`config.mk`:
```
export PLATFORM = sky130hd
export DESIGN_NAME = tt_characterizer
export DESIGN_NICKNAME = d
export VERILOG_FILES = /design/src/rtl/tt_char_pkg.sv /design/src/rtl/tt_char_settle_timer.sv /design/src/rtl/tt_characterizer.sv
export SDC_FILE = /design/constraint.sdc
export NUM_CORES = 1
export LEC_CHECK = 0
export CORE_MARGIN = 2
export CORE_UTILIZATION = 60
export CTS_CLUSTER_SIZE = 8
export DETAILED_ROUTE_END_ITERATION = 10
export DONT_BUFFER_PORTS = 1
export PLACE_DENSITY = 0.8
export SLEW_MARGIN = 20
export SYNTH_ARGS = -nofsm -noshare
export SYNTH_HDL_FRONTEND = slang
export SYNTH_HIERARCHICAL = 1
export SYNTH_SLANG_ARGS = --single-unit
```
`constraint.sdc`:
```
create_clock -name clk -period 10.2 [get_ports clk]
set_input_delay 0 -clock clk [delete_from_list [all_inputs] [get_ports clk]]
set_output_delay 0 -clock clk [all_outputs]
set_load 0.02 [all_outputs]
```
`src/rtl/tt_char_pkg.sv`:
```
// -----------------------------------------------------------------------------
// tt_char_pkg
// Shared types, default parameters and helper functions for the truth-table
// characterizer.
//   state_e     : characterizer FSM states
//   N_IN_DEF    : default number of gate inputs
//   SETTLE_CYC_DEF : default settle interval in cycles
//   tt_width()  : truth-table width (2**n_in) for a given input count
//   popcount()  : number of set bits in a word of up to TT_W_MAX bits
// -----------------------------------------------------------------------------
package tt_char_pkg;

    typedef enum logic [1:0] {
        IDLE   = 2'd0,
        DRIVE  = 2'd1,
        SAMPLE = 2'd2,
        DONE   = 2'd3
    } state_e;

    localparam int N_IN_DEF       = 4;
    localparam int SETTLE_CYC_DEF = 3;

    // popcount() covers gates of up to 6 inputs (64-entry truth tables).
    localparam int TT_W_MAX = 64;
    localparam int PC_W     = 7;

    function automatic int tt_width(input int n_in);
        return 1 << n_in;
    endfunction

    function automatic logic [PC_W-1:0] popcount(input logic [TT_W_MAX-1:0] v);
        logic [PC_W-1:0] cnt;
        cnt = '0;
        for (int i = 0; i < TT_W_MAX; i++) begin
            cnt = cnt + PC_W'(v[i]);
        end
        return cnt;
    endfunction

endpackage

```
`src/rtl/tt_char_settle_timer.sv`:
```
// -----------------------------------------------------------------------------
// tt_char_settle_timer
// Loadable down-counter that times how long each stimulus is held before the
// gate output is sampled. Stops at zero.
//   clk, rst_n : clock, asynchronous active-low reset
//   load       : load load_val (has priority over dec)
//   load_val   : reload value
//   dec        : decrement by one when non-zero
//   zero       : count is zero
// -----------------------------------------------------------------------------
module tt_char_settle_timer #(
    parameter int CNT_W = 2
) (
    input  logic             clk,
    input  logic             rst_n,
    input  logic             load,
    input  logic [CNT_W-1:0] load_val,
    input  logic             dec,
    output logic             zero
);

    logic [CNT_W-1:0] count_q, count_d;

    always_comb begin
        count_d = count_q;
        if (load) begin
            count_d = load_val;
        end else if (dec && (count_q != '0)) begin
            count_d = count_q - CNT_W'(1);
        end
    end

    always_ff @(posedge clk or negedge rst_n) begin
        if (!rst_n) begin
            count_q <= '0;
        end else begin
            count_q <= count_d;
        end
    end

    assign zero = (count_q == '0);

endmodule

```
`src/rtl/tt_characterizer.sv`:
```
// -----------------------------------------------------------------------------
// tt_characterizer
// Sweeps every input combination into a combinational gate, waits a settle
// interval, samples the gate output and assembles its truth table. The result
// is compared with an expected table captured at start.
//   clk, rst_n   : clock, asynchronous active-low reset
//   start        : request a run (accepted only in IDLE)
//   tt_expect    : expected truth table, captured when start is accepted
//   stim_out     : gate input vector (bit k drives gate input k)
//   resp_in      : gate output under test
//   busy         : run in progress, through the done cycle
//   done         : one-cycle pulse, results valid
//   tt_out       : captured truth table, bit i = response to stimulus i
//   match        : tt_out equals the captured expected table
//   mismatch_cnt : number of differing truth-table bits
// Build option: define TT_CHAR_RESP_SYNC_EN to pass resp_in through a 2-flop
// synchronizer; the drive interval then grows by 2 cycles to cover it.
// -----------------------------------------------------------------------------
module tt_characterizer
    import tt_char_pkg::*;
#(
    parameter  int N_IN       = N_IN_DEF,
    parameter  int SETTLE_CYC = SETTLE_CYC_DEF,
    localparam int TT_W       = tt_width(N_IN)
) (
    input  logic            clk,
    input  logic            rst_n,
    input  logic            start,
    input  logic [TT_W-1:0] tt_expect,
    output logic [N_IN-1:0] stim_out,
    input  logic            resp_in,
    output logic            busy,
    output logic            done,
    output logic [TT_W-1:0] tt_out,
    output logic            match,
    output logic [N_IN:0]   mismatch_cnt
);

    logic resp_sample;

`ifdef TT_CHAR_RESP_SYNC_EN
    localparam int DRIVE_CYC = SETTLE_CYC + 2;

    logic resp_meta_q, resp_sync_q;

    always_ff @(posedge clk or negedge rst_n) begin
        if (!rst_n) begin
            resp_meta_q <= 1'b0;
            resp_sync_q <= 1'b0;
        end else begin
            resp_meta_q <= resp_in;
            resp_sync_q <= resp_meta_q;
        end
    end

    assign resp_sample = resp_sync_q;
`else
    localparam int DRIVE_CYC = SETTLE_CYC;

    assign resp_sample = resp_in;
`endif

    // The timer counts DRIVE_CYC-1 down to 0, so DRIVE lasts DRIVE_CYC cycles.
    localparam int              CNT_W     = (DRIVE_CYC > 1) ? $clog2(DRIVE_CYC) : 1;
    localparam logic [CNT_W-1:0] RELOAD   = CNT_W'(DRIVE_CYC - 1);
    localparam logic [N_IN-1:0] STIM_LAST = '1;

    function automatic logic [N_IN:0] diff_count(input logic [TT_W-1:0] d);
        logic [PC_W-1:0] pc;
        pc = popcount(TT_W_MAX'(d));
        return pc[N_IN:0];
    endfunction

    state_e          state_q, state_d;
    logic [N_IN-1:0] stim_q, stim_d;
    logic [TT_W-1:0] expect_q, expect_d;
    logic [TT_W-1:0] tt_q, tt_d;
    logic            busy_q, busy_d;
    logic            done_q, done_d;
    logic            match_q, match_d;
    logic [N_IN:0]   mm_q, mm_d;

    logic timer_load, timer_dec, timer_zero;

    tt_char_settle_timer #(
        .CNT_W (CNT_W)
    ) u_settle_timer (
        .clk      (clk),
        .rst_n    (rst_n),
        .load     (timer_load),
        .load_val (RELOAD),
        .dec      (timer_dec),
        .zero     (timer_zero)
    );

    always_comb begin
        // NOTE: every signal gets a default here so no path through the case
        // leaves one unassigned, which would otherwise infer a latch.
        state_d    = state_q;
        stim_d     = stim_q;
        expect_d   = expect_q;
        tt_d       = tt_q;
        match_d    = match_q;
        mm_d       = mm_q;
        timer_load = 1'b0;
        timer_dec  = 1'b0;

        unique case (state_q)
            IDLE: begin
                if (start) begin
                    expect_d   = tt_expect;
                    tt_d       = '0;
                    stim_d     = '0;
                    match_d    = 1'b0;
                    mm_d       = '0;
                    timer_load = 1'b1;
                    state_d    = DRIVE;
                end
            end
            DRIVE: begin
                timer_dec = 1'b1;
                if (timer_zero) begin
                    state_d = SAMPLE;
                end
            end
            SAMPLE: begin
                tt_d[stim_q] = resp_sample;
                if (stim_q == STIM_LAST) begin
                    // Compare against the table including this final bit so
                    // the verdict is valid in the same cycle as done.
                    match_d = (tt_d == expect_q);
                    mm_d    = diff_count(tt_d ^ expect_q);
                    state_d = DONE;
                end else begin
                    stim_d     = stim_q + N_IN'(1);
                    timer_load = 1'b1;
                    state_d    = DRIVE;
                end
            end
            DONE: begin
                stim_d  = '0;
                state_d = IDLE;
            end
            default: state_d = IDLE;
        endcase

        busy_d = (state_d != IDLE);
        done_d = (state_d == DONE);
    end

    // NOTE: state flops use non-blocking assignments so every flop samples
    // the pre-edge values, independent of statement order.
    always_ff @(posedge clk or negedge rst_n) begin
        if (!rst_n) begin
            state_q  <= IDLE;
            stim_q   <= '0;
            expect_q <= '0;
            tt_q     <= '0;
            busy_q   <= 1'b0;
            done_q   <= 1'b0;
            match_q  <= 1'b0;
            mm_q     <= '0;
        end else begin
            state_q  <= state_d;
            stim_q   <= stim_d;
            expect_q <= expect_d;
            tt_q     <= tt_d;
            busy_q   <= busy_d;
            done_q   <= done_d;
            match_q  <= match_d;
            mm_q     <= mm_d;
        end
    end

    assign stim_out     = stim_q;
    assign busy         = busy_q;
    assign done         = done_q;
    assign tt_out       = tt_q;
    assign match        = match_q;
    assign mismatch_cnt = mm_q;

endmodule

```
### Word level (Yosys, flattened, before mapping)

Cells that the tools add are included.

| word-level totals | value |
|---|---|
| output and inout bits | 28 |
| bits in registers | 48 |

| cells by class | value |
|---|---|
| $add $sub $neg | 17 |
| reduce and logical (&&, ||, !) cells | 13 |
| multiplexer cells | 24 |
| equal/unequal tests | 9 |
| bitwise gates (word level) | 1 |
| order comparisons | 2 |

Operators by type and width:

| cell | count |
|---|---|
| adder 5 x 1 -> 5 bit | 11 |
| case mux 16 bit (2 select lines) | 1 |
| bitwise mux 16 bit | 1 |
| equality test 16 bit | 1 |
| 2-to-1 mux 16 bit | 1 |
| bitwise XOR 16 bit | 1 |
| case mux 4 bit (3 select lines) | 1 |
| 2-to-1 mux 2 bit | 5 |
| 2-to-1 mux 5 bit | 2 |
| case mux 5 bit (2 select lines) | 1 |
| 2-to-1 mux 4 bit | 2 |
| case mux 2 bit (4 select lines) | 1 |
| nonzero test 2 bit | 4 |
| equality test 2 bit (second input constant) | 3 |
| 2-to-1 mux 1 bit | 6 |
| inequality test 2 bit (second input constant) | 3 |
| AND reduction 3 bit | 2 |
| adder 4 x 1 -> 5 bit | 1 |
| less-than comparator 4 x 5 -> 1 bit (second input constant) | 1 |
| adder 3 x 1 -> 4 bit | 1 |
| adder 4 x 1 -> 4 bit (second input constant) | 1 |
| demux 1 bit (select 4 bit) | 1 |
| equality test 4 bit (second input constant) | 1 |
| >= comparator 4 x 1 -> 1 bit (second input constant) | 1 |
| other kinds (9) | 13 |

### Longest topological paths before layout

| logic depth | value |
|---|---|
| word-level depth | 23 |
| gate-level depth with buffers | 18 |

### Hierarchy

The synthesis kept the hierarchy.

By module, submodules not included:

| module | cells each | times used | area each (µm²) | seq. area each (µm²) |
|---|---|---|---|---|
| tt_characterizer | 297 | 1 | 2783.9 | 1151.1 |
| tt_char_settle_timer | 13 | 1 | 132.6 | 50.0 |

### Worst setup path before layout

OpenSTA, ideal clock, no wires.

| timing path | value |
|---|---|
| path kind | reg2reg |
| start point | register stim_q[2], in the netlist stim_out[2] |
| end point | register mm_q[4], in the netlist mismatch_cnt[4] |
| library setup time | 0.133 ns |
| cell stages (with the launch flop) | 18 |
| setup slack | 5.509 ns |
| required time | 10.067 ns |
| arrival time | 4.558 ns |
| period minus slack after synthesis | 4.691 ns |
| path buffers | 1 |
| path through | dfrtp_1 > buf_6 > nor2_1 > nand2_1 > mux2i_1 > xor2_1 > fa_1 > inv_1 > fa_1 > fa_1 > inv_1 > fa_1 > inv_1 > ha_1 > fa_1 > a21o_1 > nand3_1 > o21ai_0 |

| on the way | value |
|---|---|
| word-level cells in the longest chain between the ends | 23 |
| elaborated cells on any way between the ends | 27 |
| those cells by class | 15 x add/sub; 2 x order compare; 2 x eq/ne; 5 x mux; 1 x bitwise; 2 x reduce/logical |

Ends and longest elaborated chain:

| item | line | RTL |
|---|---|---|
| start: declaration | tt_characterizer.sv:75 | `logic [N_IN-1:0] stim_q, stim_d;` |
| start signal: assignment | tt_characterizer.sv:165 | `stim_q <= stim_d;` |
| less-than comparator 4 x 5 -> 1 bit (implied by the code) / >= comparator 4 x 1 -> 1 bit (equally long branches) | tt_characterizer.sv:127 | `tt_d[stim_q] = resp_sample;` |
| logical AND 1 bit (implied by the code) | tt_characterizer.sv:127 |  |
| 2-to-1 mux 1 bit (implied by the code) | tt_characterizer.sv:127 |  |
| demux 1 bit (select 4 bit) | tt_characterizer.sv:127 |  |
| bitwise mux 16 bit | tt_characterizer.sv:127 |  |
| bitwise XOR 16 bit | tt_characterizer.sv:132 | `mm_d = diff_count(tt_d ^ expect_q);` |
| adder 1 x 1 -> 2 bit | tt_char_pkg.sv:35 | `cnt = cnt + PC_W'(v[i]);` |
| adder 2 x 1 -> 3 bit | tt_char_pkg.sv:35 |  |
| adder 3 x 1 -> 4 bit | tt_char_pkg.sv:35 |  |
| adder 4 x 1 -> 5 bit | tt_char_pkg.sv:35 |  |
| adder 5 x 1 -> 5 bit (11 in series) | tt_char_pkg.sv:35 |  |
| 2-to-1 mux 5 bit | tt_characterizer.sv:128 | `if (stim_q == STIM_LAST) begin` |
| case mux 5 bit (2 select lines) | tt_characterizer.sv:108 | `unique case (state_q)` |
| end signal: assignment | tt_characterizer.sv:171 | `mm_q <= mm_d;` |
| end: declaration | tt_characterizer.sv:81 | `logic [N_IN:0] mm_q, mm_d;` |

Parallel ways exist; a longest one is shown, timed or not. The select of a mux whose other input is x is not followed.
A chain may end at the register's enable or synchronous reset.

### Worst setup path after layout

| timing path | value |
|---|---|
| start point | register stim_q[3], in the netlist stim_out[3] |
| end point | register mm_q[4], in the netlist mismatch_cnt[4] |

The elaborated chain is that of the path after synthesis.

==> implementation parameters <==
Parameter                              Value

Worst setup path
  R2R Path Start ... stim_out[3]
  Most common cell type on the critical path ... fa_1
  Element type at the critical path start ... register
  Kind of end point of the critical path ... register
  Largest stage delay, worst path ... 850 ps
  Setup Crit Path Kind ... register to register
  Crit path arrival time ... 5250 ps
  Delay-heaviest family, CP ... adder cells
  Slowest CP cell ... dfrtp_1
  Max Fanout on Critical Path ... 18
  Reg-to-reg endpoint ... mismatch_cnt[4]
  Series of cell instances along the critical path ... nor2_1 -> nand2_1 -> mux2i_1 -> xor2_1 -> fa_1 -> inv_1 -> fa_1 -> fa_1 -> inv_1 -> fa_1 -> inv_1 -> ha_1 -> fa_1 -> a21o_1 -> nand3_1 -> o21ai_0
  Source of the critical timing path ... stim_out[3]
  Worst-case reg-to-reg path depth ... 16
  Reg2reg setup slack ... 5120 ps
  Instance count on the critical path ... 16
  Worst setup endpoint ... mismatch_cnt[4]
  Endpoint required time on the critical path ... 10370 ps
  Number of buffers and inverters on the critical path ... 3

Clock network
  Maximum level of the CTS H-tree ... 2
  Number of buffers created by CTS ... 5
  Clock root buffer ... clkbuf_8
  Post-cts repair resize count ... 0
  TritonCTS clock tree ... built
  CTS clk-pin slew, worst paths ... 90 ps
  Source-to-sink clock delay at the later pin of the worst-skew pair ... 300 ps
  Number of buffers on the longest clock path ... 2
  # clock sinks ... 48

GRT
  Antenna violations before repair ... 0
  Gr ovfl total ... 0
  Vias in the first global route ... 2284
  Largest net degree at the start of global routing ... 49
  Wire length of the first global-routing pass ... 11070 um
  Gr usage total ... 27.05%

Route
  Number of remaining DRC errors ... 0
  Ratio of routed vias to standard cells ... 5.921
  Count of routing violations after the opening detailed-route iteration ... 279
  Count of vias placed by the detailed router ... 2244
  Remaining antenna violation count ... 0
  First-pass detailed-route iteration total ... 4
  Post-detailed-route wirelength per cell ... 17.23 um
  Routed Wire Length ... 6530 um

Timing
  Clock period minus worst slack ... 5078 ps
  Measured slew at the worst slew-check pin ... 1155 ps
  Final setup violating endpoints ... 0
  Worst hold slack across all endpoints ... 15.73 ps
  Fin crit share ... 49.79%
  Unrepaired setup endpoints after global routing ... no
  Final worst clock skew ... 7.030 ps
  Max-slew headroom ... 22.83%
  Max-slew violation count ... 0
  Fmax ... 196.9 MHz
  Setup TNS after final layout ... 0 ps
  Final count of hold timing violations ... 0

Logic synthesis
  Number of synthesized flops with an enable pin ... 0
  Count of unique library cells instantiated by Yosys ... 44
  Synthesized area per cell ... 9.408 sq um
  FFs w/ async S/R, synth ... 100.0%
  Synth Instances ... 310
  Area fraction in compound gates after synthesis ... 13.21%
  Synthesized Nets ... 351
  Dominant combinational cell family by area after synthesis ... simple AND/OR/NAND/NOR gates
  Post-synthesis sequential element count ... 48
  Post-synthesis simple-gate area fraction ... 17.76%
  Adder and majority gate portion of the synthesized area ... 11.58%
  Netlist area before placement ... 2917 sq um
  Prevailing post-synth register cell ... dfrtp_1
  Synthesis Warnings ... 6
  Multiplexer share of the synthesized area ... 5.491%
  Sequential share of the synthesized area ... 41.18%
  Synthesized-area fraction occupied by xor and xnor cells ... 5.706%

Floorplanning
  Core box area ... 4692 sq um
  Initial Util ... 62.16%
  Die height ... 73.72 um
  Number of rows created at floorplan ... 25
  Die boundary width ... 73.72 um
  Io pins ... 48
  Total Die Area ... 5435 sq um

Cells and area
  Number of nets in the layout ... 365
  Antenna Cells ... 0
  Area growth from synthesis to layout ... 11.33%
  Fraction of final layout cells sized beyond drive strength 1 ... 6.154%

Place
  Input/output buffers ... 0
  Detailed Place HPWL ... 4662 um
  Routability-driven placement congestion ratio ... 0.9389

Worst hold path
  Classification of the worst-slack hold path ... input port to register

Run status
  Status ... complete, no violations

Flow run
  Number of max-cap violations ... 0
## metal layers
metal / global-route usage (%) / routed length (um) / vias up
met5: 0 / 0 / -
met3: 6.310 / 435 / 11
li1: - / - / 1062
met1: 35.78 / 2735 / 1084
met2: 43.15 / 3228 / 87
met4: 10.51 / 131 / 0
## cells by family after synthesis
family,after synthesis
AO/OA/AOI/OAI,67
XOR/XNOR,19
AND/OR/NAND/NOR,105
adder cells (fa/ha/maj),21
multiplexers,16
flip-flops,48
other,2
buffers and inverters,32
## layout make-up
type / instances / area (sq um)
Multi-Input combinational cell: 230 / 1578
Fill cell: 361 / 1445
Sequential cell: 48 / 1201
Timing Repair Buffer: 20 / 217.7
Inverter: 19 / 71.32
Clock buffer: 5 / 68.82
Tap cell: 54 / 67.56
Clock inverter: 3 / 42.54
## cell usage in the layout, fill, tap and decap left out, types with 2 or more instances in the layout
cell,n
nor2_2,2
xnor2_1,14
nand2_1,69
ha_1,11
a21o_1,4
fa_1,10
nand2b_1,3
dlygate4sd3_1,19
or4b_1,2
mux2i_1,16
clkbuf_8,5
dfrtp_1,48
nand3b_4,2
nand3_1,5
nor2_1,6
a21oi_1,20
nand3b_1,4
conb_1,2
inv_1,19
o21bai_1,2
o21ai_0,28
xor2_1,5
and3_2,2
o22ai_1,5
and2b_2,2
## synth_stat cells, drive strengths merged, types with 2 or more instances
cell     n  area (sq um)
a21o     4         30.03
a21oi   20         100.1
and2b    2         17.52
and3     2         15.01
buf      5         38.78
clkbuf   8         30.03
conb     2         7.510
dfrtp   48          1201
fa      10         200.2
ha      11         137.6
inv     19         71.32
mux2i   16         160.2
nand2   69         259.0
nand2b   3         18.77
nand3    6         35.03
nand3b   6         70.07
nor2     8         32.54
o21ai   29         145.1
o21bai   2         15.01
o22ai    5         31.28
or4b     2         20.02
xnor2   14         122.6
xor2     5         43.79
## per-stage QoR
step	worst slack, ps	instances	area (sq um)	util, %
finish	5122	379	3247	69.20
floorplan	5509	310	2917	-
global route	4774	379	3247	69.20
CTS	5141	379	3244	69.15
detailed placement	5149	351	2915	62.13
global placement	5206	351	2915	62.13
## registers in the layout, summed over array words and instances, names as in the netlist
| signal | flops |
|---|---|
| expect_q | 16 |
| tt_out | 16 |
| mismatch_cnt | 5 |
| stim_out | 4 |
| state_q | 2 |
| u_settle_timer/count_q | 2 |
| busy | 1 |
| done | 1 |
| match | 1 |
## worst min-delay path, stage by stage
cell and delay (ps):
nand2b_1 110, nand2_1 100, o22ai_1 70
## worst min path at each step
stage	to	startpoint	cells after the start
2_1_floorplan	busy	rst_n	0
3_3_place_gp	busy	rst_n	0
3_5_place_dp	busy	rst_n	0
4_1_cts	stim_out[0]	start	3
5_1_grt	stim_out[1]	start	3
6_report	stim_out[1]	start	3
## repair_timing
| action | in CTS | in global routing |
|---|---|---|
| endpoints found under the hold margin | 67 | 0 |
| setup buffers | 0 | 0 |
| hold buffers | 20 | 0 |
Power is left out: the tool's default activity adds up to more than one toggle a clock period on the data nets, which glitch-free logic cannot reach.
